**src/rtl/bdd_node_sequencer.sv**
```systemverilog
// Decision-tree walker: steps through the node table from the root, asks an external
// evaluator for each internal-node decision, and returns the leaf label. Optional counters: BDD_SEQ_STATS_EN.
module bdd_node_sequencer #(
  parameter  int NODE_AW   = 4,
  parameter  int LABEL_W   = 4,
  parameter  int MAX_DEPTH = 15,
  localparam int NODE_W    = 2*NODE_AW+LABEL_W+49
) (
  input  logic               clk,
  input  logic               rst,
  input  logic               cfg_we,
  input  logic [NODE_AW-1:0] cfg_addr,
  input  logic [NODE_W-1:0]  cfg_data,
  output logic               cfg_ready,
  input  logic               s_valid,
  output logic               s_ready,
  input  logic [7:0]         s_a1,
  input  logic [7:0]         s_a2,
  input  logic [7:0]         s_a3,
  input  logic [7:0]         s_a4,
  output logic               eval_req,
  output logic [7:0]         eval_a1,
  output logic [7:0]         eval_a2,
  output logic [7:0]         eval_a3,
  output logic [7:0]         eval_a4,
  output logic [7:0]         eval_c1,
  output logic [7:0]         eval_c2,
  output logic [7:0]         eval_c3,
  output logic [7:0]         eval_c4,
  output logic [15:0]        eval_thr,
  input  logic               eval_ack,
  input  logic               eval_out,
  output logic               r_valid,
  input  logic               r_ready,
  output logic [LABEL_W-1:0] r_label,
  output logic               r_err
`ifdef BDD_SEQ_STATS_EN
  ,
  output logic [15:0]        stat_samples,
  output logic [15:0]        stat_evals
`endif
);

  localparam int HW = $clog2(MAX_DEPTH+1);

  typedef struct packed {
    logic               leaf;
    logic [LABEL_W-1:0] label;
    logic [NODE_AW-1:0] left;
    logic [NODE_AW-1:0] right;
    logic [15:0]        thr;
    logic [3:0][7:0]    c;
  } node_t;

  typedef enum logic [2:0] {IDLE, FETCH, CHECK, EVAL, DONE} state_t;

  state_t             state, nstate;
  node_t              mem [2**NODE_AW];
  node_t              rdata;
  logic [3:0][7:0]    attr_q, coef_q;
  logic [15:0]        thr_q;
  logic [NODE_AW-1:0] ptr;
  logic [HW-1:0]      hops;
  logic [LABEL_W-1:0] label_q;
  logic               err_q;

  // Writes are only taken in IDLE, so the read port never races a write mid-walk.
  always_ff @(posedge clk) begin
    if (cfg_we && state == IDLE) mem[cfg_addr] <= node_t'(cfg_data);
    rdata <= mem[ptr];
  end

  always_ff @(posedge clk) begin
    if (rst) state <= IDLE;
    else     state <= nstate;
  end

  always_comb begin
    nstate = state;
    case (state)
      IDLE:    if (s_valid) nstate = FETCH;
      FETCH:   nstate = CHECK;
      CHECK:   nstate = (rdata.leaf || hops == HW'(MAX_DEPTH)) ? DONE : EVAL;
      EVAL:    if (eval_ack) nstate = FETCH;
      DONE:    if (r_ready) nstate = IDLE;
      default: nstate = IDLE;
    endcase
  end

  always_ff @(posedge clk) begin
    if (rst) begin
      attr_q  <= '0;
      coef_q  <= '0;
      thr_q   <= '0;
      ptr     <= '0;
      hops    <= '0;
      label_q <= '0;
      err_q   <= 1'b0;
    end else begin
      case (state)
        IDLE: if (s_valid) begin
          attr_q <= {s_a4, s_a3, s_a2, s_a1};
          ptr    <= '0;
          hops   <= '0;
        end
        CHECK: begin
          if (rdata.leaf) begin
            label_q <= rdata.label;
            err_q   <= 1'b0;
          end else if (hops == HW'(MAX_DEPTH)) begin
            label_q <= '0;
            err_q   <= 1'b1;
          end else begin
            coef_q <= rdata.c;
            thr_q  <= rdata.thr;
          end
        end
        // rdata still holds the current node: ptr is frozen until the ack.
        EVAL: if (eval_ack) begin
          ptr  <= eval_out ? rdata.left : rdata.right;
          hops <= hops + 1'b1;
        end
        default: ;
      endcase
    end
  end

  assign s_ready   = (state == IDLE);
  assign cfg_ready = (state == IDLE);
  assign eval_req  = (state == EVAL);
  assign r_valid   = (state == DONE);
  assign r_label   = label_q;
  assign r_err     = err_q;
  assign eval_a1   = attr_q[0];
  assign eval_a2   = attr_q[1];
  assign eval_a3   = attr_q[2];
  assign eval_a4   = attr_q[3];
  assign eval_c1   = coef_q[0];
  assign eval_c2   = coef_q[1];
  assign eval_c3   = coef_q[2];
  assign eval_c4   = coef_q[3];
  assign eval_thr  = thr_q;

`ifdef BDD_SEQ_STATS_EN
  always_ff @(posedge clk) begin
    if (rst) begin
      stat_samples <= '0;
      stat_evals   <= '0;
    end else begin
      if (r_valid && r_ready && stat_samples != 16'hFFFF) stat_samples <= stat_samples + 1'b1;
      if (eval_req && eval_ack && stat_evals != 16'hFFFF) stat_evals <= stat_evals + 1'b1;
    end
  end
`endif

endmodule

```
**config.mk**
```make
export PLATFORM = sky130hd
export DESIGN_NAME = bdd_node_sequencer
export DESIGN_NICKNAME = d
export VERILOG_FILES = /design/src/rtl/bdd_node_sequencer.sv
export SDC_FILE = /design/constraint.sdc
export NUM_CORES = 1
export LEC_CHECK = 0
export ABC_CLOCK_PERIOD_IN_PS = 8300
export BUFFER_PORTS_ARGS = -buffer_cell sky130_fd_sc_hd__buf_2
export CELL_PAD_IN_SITES_DETAIL_PLACEMENT = 1
export CELL_PAD_IN_SITES_GLOBAL_PLACEMENT = 2
export CORE_MARGIN = 1.5
export CORE_UTILIZATION = 40
export DETAILED_ROUTE_END_ITERATION = 8
export MAX_ROUTING_LAYER = met4
export PLACE_DENSITY = 0.73
export SYNTH_ARGS = -nofsm -noshare
export SYNTH_HDL_FRONTEND = slang
export SYNTH_SLANG_ARGS = --single-unit
```
**constraint.sdc**
```tcl
create_clock -name clk -period 8.3 [get_ports clk]
set_input_delay 0.83 -clock clk [delete_from_list [all_inputs] [get_ports clk]]
set_output_delay 0.83 -clock clk [all_outputs]
set_load 0.01 [all_outputs]
```
==> summary.md, run 1 <==
| Metric | Value |
|---|---|
| Share of cells above drive strength 1 | `29.0%` |
| GPL Wtd Cong | `0.734` |
| Rel. slew slack | `27.4%` |
| M1 wire length | `40900 µm` |
| Hold EP | `eval_a2[2]` |
| Hold Buf Count CTS | `0` |
| CP Launch Type | `register` |
| Post-synth EDFFs | `976` |
| CTS Buf Count | `114` |
| WS Path Type | `reg -> reg` |
| Min Clock Period, post-route | `3360 ps` |
| Yosys top cell area share | `71.2%` |
| Initial antenna violation count | `17` |
| CTS sink count | `1133` |
| Post-CTS Setup Bufs | `0` |
| DR WL/cell | `26.5 µm` |
| DR DRC count | `0` |
| Clk root buf | `clkbuf_16` |
| Largest net degree at the start of global routing | `139` |
| Setup_tns | `0 ps` |
| Hpwl dp | `52700 µm` |
| Number of H-tree levels | `3` |
| Share of synthesized registers carrying an async set or reset | `0%` |
| Die span in x | `324 µm` |
| Mapped Cells | `2004` |
| Unrepaired setup endpoints after global routing | `no` |
| Number of placement rows | `117` |
| CP Max Fanout | `39` |
| # resized after CTS | `0` |
| Worst reg2reg path depth | `5` |
| MaxCap Viol Count | `0` |
| R2R setup slack | `4940 ps` |
| Syn nets | `2109` |
| Filler cells | `9469` |
| Final Slew Violations | `0` |
| Cell taking the most area after synthesis | `edfxtp_1` |
| Crit path arrival time | `3660 ps` |
| Via count | `20211` |
| CP Capture Type | `register` |
| Top cells by count, synth | `976 x edfxtp_1, 244 x mux4_2, 227 x nand2_1` |
| Ports | `193` |
| # setup viols final | `0` |
| Area Overhead vs Synth | `15.6%` |
| F_max | `298 MHz` |
| Worst hold stages | `3` |
| Gr usage total | `19.7%` |
| Reg-to-reg endpoint | `mem[12][27]` |
| Launching point of the worst reg2reg path | `state[2]` |
| DR top layer | `met4` |
| Routed vias/inst | `5.43` |
| Clock Skews | `25.4 ps` |
| Die Span Y | `324 µm` |
| Placed cell area | `0.0438 mm²` |
| Vias in the first global route | `21687` |
| 1st-iter DRT viols | `1895` |
| DRT Pass-1 Iters | `5` |
| GRT Residual Overflow | `0` |
| Worst slew pin tran | `1090 ps` |
| Pwr per Cell Area | `246 mW/mm²` |
| Count leader, synth | `edfxtp_1` |
| Fin. Hold Viols | `0` |
| Post-route ant nets | `0` |
| Syn. warnings | `0` |
| HP Class | `in -> reg` |
| Max Buffers Root-to-Sink | `3` |
| Register area share after synthesis | `78.8%` |
| First-pass GRT wire length | `145000 µm` |
| Net count, final | `2346` |
| Synth unique cells | `34` |
| Multi-input logic area | `0.00831 mm²` |
| Port Buffers | `192` |
| Most used DFF post-synth | `edfxtp_1` |
| Outcome | `finished clean` |
| Initial Util | `40.4%` |
| Mean Syn Cell Area | `20.5 µm²` |
| Routed wl met3 | `5670 µm` |
| Register area | `0.0325 mm²` |
| Leakage | `15.1 nW` |
| Die area | `0.105 mm²` |
| Skew-Pair Late Insertion Delay | `700 ps` |
| Detail Route met2 WL | `50500 µm` |
| Final instance area | `0.0476 mm²` |
| Tcrit/Tclk final | `40.5%` |
| Core Region | `0.102 mm²` |
| Worst EP required | `8600 ps` |
| Reg clk slew, reported paths | `60 ps` |
| CTS tree | `done` |
| Hold path start | `s_a2[2]` |
| Routed WL | `98700 µm` |
| Top cells by area, synth | `edfxtp_1 71%, mux4_2 13%, dfxtp_1 7.6%` |
| Synthesized area | `0.0412 mm²` |
| Yosys reg bits | `1133` |
| Worst vdd ir | `200 µV` |
[per-layer routing]
metal  vias to the layer above  GRT usage [%]
met5                         -              -
met4                         0           4.75
met3                       127           3.33
met2                       576           32.9
met1                     10863           25.1
li1                       8645              -
[sequential cells by signal (all words and copies together), names as in the netlist, 3 cells and up]
signal and flops:
eval_a4 8, eval_c3 8, eval_c4 8, r_label 4, mem 976, eval_c2 8, eval_thr 16, eval_c1 8
ptr 4, eval_a2 8, eval_a3 8, eval_a1 8, state 3, rdata 61, hops 4
[cells in the final DEF, fill, tap and decap left out, drive strengths merged, types with 13 or more instances in the layout]
| cell type | instances |
|---|---|
| clkbuf | 147 |
| diode | 13 |
| mux4 | 244 |
| buf | 234 |
| a22oi | 131 |
| nor2 | 25 |
| dfxtp | 157 |
| nand2 | 227 |
| a21oi | 84 |
| edfxtp | 976 |
| clkinv | 51 |
[worst max-delay path by stage]
stage | startpoint | to | depth (start not counted) | slack [ps]
floorplan | cfg_addr[1] | mem[0][0] | 2 | 2330
global placement | cfg_we | mem[12][34] | 5 | 4790
detailed placement | cfg_addr[1] | mem[12][28] | 4 | 4730
CTS | state[2] | mem[12][28] | 5 | 4890
global route | state[2] | mem[12][27] | 5 | 4780
finish | state[2] | mem[12][27] | 5 | 4940
[report_power, final]
group | internal (W) | leakage, nW | switching (W)
logic | 0.0000813 | 3.15 | 0.000205
clock network | 0.00299 | 1.85 | 0.00212
registers | 0.00626 | 10.1 | 0.0000273
total | 0.00933 | 15.1 | 0.00236
[area by class of cell]
| type | count | area share (%) |
|---|---|---|
| flip-flops and latches | 1133 | 68.2 |
| multi-input cells | 755 | 17.5 |
| clock buffers | 147 | 6.56 |
| well taps | 1368 | 3.60 |
| repair buffers | 234 | 2.74 |
| clock inverters | 67 | 1.36 |
| diodes | 13 | 0.0684 |
| inverters | 3 | 0.0237 |
[worst max-delay path: stages, from the launching register on]
cell	delay, ps
dfxtp_1	430
nor3_4	360
nand2_1	80
or3_1	480
nor2_4	850
buf_4	750
[per-stage QoR]
step                hold slack [ps]  power (W)  utilization, %  setup slack, ps  cells
floorplan                       417    0.00653               -             2330   2004
global placement                421    0.00668            43.0             4790   3493
detailed placement              428    0.00670            43.0             4730   3493
CTS                             354     0.0118            46.7             4890   3707
global route                    378     0.0120            46.7             4780   3717
finish                          392     0.0117            46.7             4940   3720
[kinds of logic (layout without fill, tap and decap cells)]
family / after synthesis / in the layout / synth area share [%]
buffers and inverters: 116 / 451 / 1.33
AO/OA/AOI/OAI: 226 / 226 / 3.60
flip-flops: 1133 / 1133 / 78.8
AND/OR/NAND/NOR: 280 / 280 / 2.76
adder cells (fa/ha/maj): 1 / 1 / 0.0304
multiplexers: 248 / 248 / 13.5
other: 0 / 13 / 0
Power figures use the tool's default switching activity.
==> run 2: changes to the inputs <==
--- a/config.mk
+++ b/config.mk
@@ -5,7 +5,7 @@
 export SDC_FILE = /design/constraint.sdc
 export NUM_CORES = 1
 export LEC_CHECK = 0
-export ABC_CLOCK_PERIOD_IN_PS = 8300
+export ABC_CLOCK_PERIOD_IN_PS = 2800
 export BUFFER_PORTS_ARGS = -buffer_cell sky130_fd_sc_hd__buf_2
 export CELL_PAD_IN_SITES_DETAIL_PLACEMENT = 1
 export CELL_PAD_IN_SITES_GLOBAL_PLACEMENT = 2
@@ -13,7 +13,7 @@
 export CORE_UTILIZATION = 40
 export DETAILED_ROUTE_END_ITERATION = 8
 export MAX_ROUTING_LAYER = met4
-export PLACE_DENSITY = 0.73
+export PLACE_DENSITY = 0.75
 export SYNTH_ARGS = -nofsm -noshare
 export SYNTH_HDL_FRONTEND = slang
 export SYNTH_SLANG_ARGS = --single-unit
==> constraint.sdc (replaced) <==
create_clock -name clk -period 2.8 [get_ports clk]
set_input_delay 0.28 -clock clk [delete_from_list [all_inputs] [get_ports clk]]
set_output_delay 0.28 -clock clk [all_outputs]
set_load 0.01 [all_outputs]
==> run 2 against run 1 <==
Wire length rose by 0.61%; combinational power rose to 3.5 times the previous value; utilization rose by 1.8 points; largest power group unchanged; die area did not move; final cell count rose by 3.3%; final area rose by 3.9%.
==> summary.md, run 2 (synthesized netlist as in run 1, its figures left out) <==
| Metric | Value |
|---|---|
| 1st-iter DRT viols | `1936 (was 1895)` |
| Unrepaired setup endpoints after global routing | `no (unchanged)` |
| Commonest non-fill, non-tap cell in the layout | `edfxtp_1 (unchanged)` |
| Rel. slew slack | `25.4% (was 27.4%)` |
| Post-route ant nets | `0 (unchanged)` |
| DR WL/cell | `25.8 µm (was 26.5 µm)` |
| Outcome | `finished clean (unchanged)` |
| Max incr delay on CP | `610 ps (was 850 ps)` |
| Number of placement rows | `117 (unchanged)` |
| Met1 GRT Util | `25.5% (was 25.1%)` |
| Gr usage total | `19.9% (was 19.7%)` |
| Worst vdd ir | `579 µV (was 200 µV)` |
| Clock Skews | `25.3 ps (was 25.4 ps)` |
| CP Launch Type | `register (unchanged)` |
| Routed vias/inst | `5.37 (was 5.43)` |
| Routed WL | `99300 µm (was 98700 µm)` |
| Top delay family on crit path | `simple AND/OR/NAND/NOR gates (unchanged)` |
| GRT busiest layer | `met2 (unchanged)` |
| Final instance area | `0.0495 mm² (was 0.0476 mm²)` |
| Net count, final | `2470 (was 2346)` |
| Pwr Total | `0.0354 W (was 0.0117 W)` |
| Most frequent cells in the layout | `976 x edfxtp_1, 244 x mux4_2, 226 x nand2_1, 191 x buf_2, 155 x dfxtp_1 (unchanged)` |
| # setup viols final | `0 (unchanged)` |
| Buf+Inv Stages, Crit Path | `1 (unchanged)` |
| Tcrit/Tclk final | `93.3% (was 40.5%)` |
| Hpwl dp | `56400 µm (was 52700 µm)` |
| Most frequent CP cell | `nor3_4` |
| Reg clk slew, reported paths | `60 ps (about the same)` |
| Vias in the first global route | `22359 (was 21687)` |
| MaxCap Viol Count | `0 (unchanged)` |
| Placed cell area | `0.0446 mm² (was 0.0438 mm²)` |
| CTS Buf Count | `114 (unchanged)` |
| Hold slack final | `55.7 ps (was 392 ps)` |
| Biggest register | `mem (unchanged)` |
| GPL Wtd Cong | `0.776 (was 0.734)` |
| Area Overhead vs Synth | `20.2% (was 15.6%)` |
| Grt met3 use | `2.98% (was 3.33%)` |
| Initial Util | `40.4% (unchanged)` |
| Slowest cell on crit path | `nor3_4 (was nor2_4)` |
| CTS sink count | `1133 (unchanged)` |
| Ports | `193 (unchanged)` |
| Pwr per Cell Area | `715 mW/mm² (was 246 mW/mm²)` |
| Worst slew pin tran | `1120 ps (was 1090 ps)` |
| CTS tree | `done (unchanged)` |
| Leakage | `15.9 nW (was 15.1 nW)` |
| Die area | `0.105 mm² (unchanged)` |
| Filler cells | `9402 (was 9469)` |
| Initial antenna violation count | `14 (was 17)` |
| Final Util | `48.5% (was 46.7%)` |
| Pre-CTS setup slack | `177 ps (was 4730 ps)` |
| Skew-Pair Late Insertion Delay | `700 ps (about the same)` |
| # resized after CTS | `0 (unchanged)` |
| Largest net degree at the start of global routing | `62 (was 139)` |
| Core Region | `0.102 mm² (unchanged)` |
| First-pass GRT wire length | `148000 µm (was 145000 µm)` |
| GRT Residual Overflow | `0 (unchanged)` |
| Clk root buf | `clkbuf_16 (unchanged)` |
| F_max | `383 MHz (was 298 MHz)` |
| Max reg flops | `976 (unchanged)` |
| Via count | `20616 (was 20211)` |
| Die span in x | `324 µm (unchanged)` |
| Final Slew Violations | `0 (unchanged)` |
| Port Buffers | `192 (unchanged)` |
| WS Path Type | `reg -> reg (unchanged)` |
| GR Layer Usage met2 | `33.0% (was 32.9%)` |
| Min Clock Period, post-route | `2610 ps (was 3360 ps)` |
| Number of H-tree levels | `3 (unchanged)` |
| Hold Buf Count CTS | `95 (was 0)` |
| Worst EP required | `3180 ps (was 8600 ps)` |
| Fin. Hold Viols | `0 (unchanged)` |
| Crit path cell chain | `nor3_4, nand4b_1, nor3_4, buf_12 (was nor3_4, nand2_1, or3_1, nor2_4, buf_4)` |
| Die Span Y | `324 µm (unchanged)` |
| DRT Pass-1 Iters | `5 (unchanged)` |
| Final worst setup slack | `189 ps (was 4940 ps)` |
| HP Class | `in -> reg (unchanged)` |
| Crit path arrival time | `2990 ps (was 3660 ps)` |
| Share of cells above drive strength 1 | `29.3% (was 29.0%)` |
| CP Capture Type | `register (unchanged)` |
| Max Buffers Root-to-Sink | `3 (unchanged)` |
| Post-CTS Setup Bufs | `0 (unchanged)` |
| DR DRC count | `0 (unchanged)` |
| CP Max Fanout | `28 (was 39)` |
==> run 2: cell types whose count changed in the layout (fill, tap and decap cells not counted), sizes merged <==
| cell | change |
|---|---|
| bufinv | +2 |
| clkbuf | +6 |
| clkinv | -8 |
| inv | +1 |
| buf | +29 |
| dlygate4sd3 | +95 |
| diode | -3 |
==> run 2: cell type report <==
type,count,area [µm²],share of cell area [%]
Sequential cell,1133,32500,65.6
Timing Repair Buffer,358,3000,6.06
Tap cell,1368,1710,3.46
Inverter,3,11.3,0.0228
Antenna cell,10,25.0,0.0506
Multi-Input combinational cell,755,8340,16.9
Clock buffer,153,3250,6.56
Clock inverter,62,677,1.37
==> run 2: final timing paths <==
path	end	cells past startpoint	startpoint	slack (ps)
hold reg to reg	eval_thr[10]	2	rdata[42]	430
hold / removal	r_label[1]	2	rst	60
setup / recovery	mem[1][35]	4	state[2]	190
setup reg to reg	mem[1][35]	4	state[2]	190
==> run 2: metal layers <==
layer	wire, µm	share of wire (%)	up-vias
met5	0	0	-
met1	41400	42	10969
met2	50900	51	599
met4	2080	2.1	0
met3	4870	4.9	146
li1	-	-	8902
==> run 2: where the power goes <==
| group | switching [W] | total, W | internal, W | leakage, nW |
|---|---|---|---|---|
| Clock | 0.00638 | 0.0157 | 0.00933 | 1.94 |
| Sequential | 0.0000786 | 0.0186 | 0.0186 | 10.1 |
| Combinational | 0.000661 | 0.00101 | 0.000353 | 3.84 |
==> run 2: through the flow <==
stage | instances | setup TNS [ps]
2_1_floorplan | 2004 | -285790
3_3_place_gp | 3522 | 0
3_5_place_dp | 3522 | 0
4_1_cts | 3832 | 0
5_1_grt | 3842 | 0
6_report | 3842 | 0
==> run 3: changes to the inputs <==
--- a/config.mk
+++ b/config.mk
@@ -9,7 +9,6 @@
 export BUFFER_PORTS_ARGS = -buffer_cell sky130_fd_sc_hd__buf_2
 export CELL_PAD_IN_SITES_DETAIL_PLACEMENT = 1
 export CELL_PAD_IN_SITES_GLOBAL_PLACEMENT = 2
-export CORE_MARGIN = 1.5
 export CORE_UTILIZATION = 40
 export DETAILED_ROUTE_END_ITERATION = 8
 export MAX_ROUTING_LAYER = met4
==> constraint.sdc (replaced) <==
create_clock -name clk -period 2.8 [get_ports clk]
set_input_delay 0.14 -clock clk [delete_from_list [all_inputs] [get_ports clk]]
set_output_delay 0.14 -clock clk [all_outputs]
set_load 0.01 [all_outputs]
==> run 3 against run 2 <==
Via count down 0.41%; flip-flop and latch count unchanged; combinational power about the same; largest cell class unchanged; utilization down 0.37 points; fmax up 7.7%; final area down 0.77%; hold slack worse by 42 ps; non-clock buffer count down 10; register-to-register slack better by 190 ps; count of clock-buffer cells in the layout down 3; critical path depth unchanged.
==> summary.md, run 3 (synthesized netlist as in run 1, its figures left out) <==
| Metric | Value |
|---|---|
| 1st-iter DRT viols | `1573 (was 1936)` |
| Net count, final | `2461 (was 2470)` |
| GRT Residual Overflow | `0 (unchanged)` |
| Placed cell area | `0.0442 mm² (was 0.0446 mm²)` |
| Routed WL | `96200 µm (was 99300 µm)` |
| Filler cells | `9410 (was 9402)` |
| Vias in the first global route | `22294 (was 22359)` |
| Clock Skews | `33.4 ps (was 25.3 ps)` |
| First-pass GRT wire length | `143000 µm (was 148000 µm)` |
| CTS sink count | `1133 (unchanged)` |
| Most frequent CP cell | `nor3_4 (unchanged)` |
| HP Class | `in -> reg (unchanged)` |
| CP Max Fanout | `50 (was 28)` |
| GPL Wtd Cong | `0.745 (was 0.776)` |
| Top delay family on crit path | `simple AND/OR/NAND/NOR gates (unchanged)` |
| Skew-Pair Late Insertion Delay | `710 ps (was 700 ps)` |
| Leakage | `15.7 nW (was 15.9 nW)` |
| # setup viols final | `0 (unchanged)` |
| Tcrit/Tclk final | `86.6% (was 93.3%)` |
| Worst vdd ir | `477 µV (was 579 µV)` |
| Area Overhead vs Synth | `19.2% (was 20.2%)` |
| Fin. Hold Viols | `0 (unchanged)` |
| Final worst setup slack | `375 ps (was 189 ps)` |
| Commonest non-fill, non-tap cell in the layout | `edfxtp_1 (unchanged)` |
| CP Capture Type | `register (unchanged)` |
| Max Buffers Root-to-Sink | `3 (unchanged)` |
| Gr usage total | `19.3% (was 19.9%)` |
| Rel. slew slack | `48.2% (was 25.4%)` |
| Die span in x | `323 µm (was 324 µm)` |
| CP Launch Type | `register (unchanged)` |
| WS Path Type | `reg -> reg (unchanged)` |
| Final Slew Violations | `0 (unchanged)` |
| Pre-CTS setup slack | `381 ps (was 177 ps)` |
| Hpwl dp | `49900 µm (was 56400 µm)` |
| Port Buffers | `192 (unchanged)` |
| Die Span Y | `323 µm (was 324 µm)` |
| DRT Pass-1 Iters | `5 (unchanged)` |
| Outcome | `finished clean (unchanged)` |
| Via count | `20531 (was 20616)` |
| Number of placement rows | `117 (unchanged)` |
| Min Clock Period, post-route | `2420 ps (was 2610 ps)` |
| Max reg flops | `976 (unchanged)` |
| MaxCap Viol Count | `0 (unchanged)` |
| Reg clk slew, reported paths | `60 ps (about the same)` |
| Crit path arrival time | `2760 ps (was 2990 ps)` |
| DR DRC count | `0 (unchanged)` |
| Share of cells above drive strength 1 | `28.1% (was 29.3%)` |
| Worst EP required | `3140 ps (was 3180 ps)` |
| Setup_tns | `0 ps (unchanged)` |
| Core Region | `0.102 mm² (unchanged)` |
| Post-route ant nets | `0 (unchanged)` |
| Clk root buf | `clkbuf_16 (unchanged)` |
| Initial antenna violation count | `14 (unchanged)` |
| Hold slack final | `13.4 ps (was 55.7 ps)` |
| DR WL/cell | `25.1 µm (was 25.8 µm)` |
| Largest net degree at the start of global routing | `74 (was 62)` |
| Number of H-tree levels | `3 (unchanged)` |
| Unrepaired setup endpoints after global routing | `no (unchanged)` |
| Ports | `193 (unchanged)` |
| Pwr per Cell Area | `706 mW/mm² (was 715 mW/mm²)` |
| CTS tree | `done (unchanged)` |
| Final Util | `48.2% (was 48.5%)` |
| Most frequent cells in the layout | `976 x edfxtp_1, 244 x mux4_2, 225 x nand2_1, 191 x buf_2, 155 x dfxtp_1 (was 976 x edfxtp_1, 244 x mux4_2, 226 x nand2_1, 191 x buf_2, 155 x dfxtp_1)` |
| Post-CTS Setup Bufs | `0 (unchanged)` |
| Biggest register | `mem (unchanged)` |
| Final instance area | `0.0491 mm² (was 0.0495 mm²)` |
| Max incr delay on CP | `440 ps (was 610 ps)` |
| Worst slew pin tran | `778 ps (was 1120 ps)` |
| F_max | `412 MHz (was 383 MHz)` |
| Slowest cell on crit path | `nand4_1 (was nor3_4)` |
| Buf+Inv Stages, Crit Path | `1 (unchanged)` |
| Initial Util | `40.4% (unchanged)` |
| CTS Buf Count | `115 (was 114)` |
| Die area | `0.104 mm² (was 0.105 mm²)` |
| Crit path cell chain | `nor3_4, nand4_1, nor3_4, buf_12 (was nor3_4, nand4b_1, nor3_4, buf_12)` |
| Routed vias/inst | `5.36 (was 5.37)` |
==> run 3: cell types whose count changed in the layout (fill, tap and decap cells not counted), moves of 5 or more <==
cell / previous run / this run
clkinv_2: 29 / 19
buf_4: 28 / 18
dlygate4sd3_1: 95 / 107
clkbuf_1: 21 / 26
clkbuf_8: 12 / 4
clkinv_4: 1 / 6
buf_12: 44 / 32
bufinv_16: 13 / 7
==> run 3: cell type report <==
class | count | area (µm²) | share of cell area, %
Timing Repair Buffer | 348 | 2800 | 5.71
Clock buffer | 150 | 3160 | 6.43
Sequential cell | 1133 | 32500 | 66.1
Tap cell | 1368 | 1710 | 3.49
Antenna cell | 11 | 27.5 | 0.0561
Inverter | 3 | 11.3 | 0.0229
Multi-Input combinational cell | 755 | 8340 | 17.0
Clock inverter | 63 | 577 | 1.18
==> run 3: power by group <==
group,leakage [nW],switching (W),internal [W],total [W]
combinational,3.76,0.000643,0.000358,0.00100
clock,1.81,0.00640,0.00861,0.0150
sequential,10.1,0.0000765,0.0186,0.0186
total,15.7,0.00712,0.0275,0.0346
==> run 3: per-stage QoR <==
step | total power, W | instances
2_1_floorplan | 0.0194 | 2004
3_3_place_gp | 0.0198 | 3500
3_5_place_dp | 0.0199 | 3500
4_1_cts | 0.0350 | 3820
5_1_grt | 0.0356 | 3830
6_report | 0.0346 | 3831
==> run 3: timing repair <==
action | in CTS | in global routing
endpoints found under the hold margin | 1016 | 0
setup endpoints to repair | 0 | 1
hold buffers | 107 | 0
resized for setup | 0 | 1
==> run 3: path summary, 6_finish.rpt <==
kind | depth (start not counted) | slack [ps] | start | endpoint
worst max-delay path | 4 | 380 | state[2] | mem[3][17]
worst min-delay path | 2 | 10 | rst | eval_a2[6]
worst max register to register | 4 | 380 | state[2] | mem[3][17]
worst min register to register | 2 | 420 | rdata[4] | eval_c1[4]
==> run 3: metal layers <==
| metal | wire length, µm | global-route usage [%] |
|---|---|---|
| met5 | 0 | - |
| met4 | 2050 | 5.72 |
| met3 | 5090 | 2.98 |
| met2 | 49200 | 32.3 |
| met1 | 39900 | 24.2 |
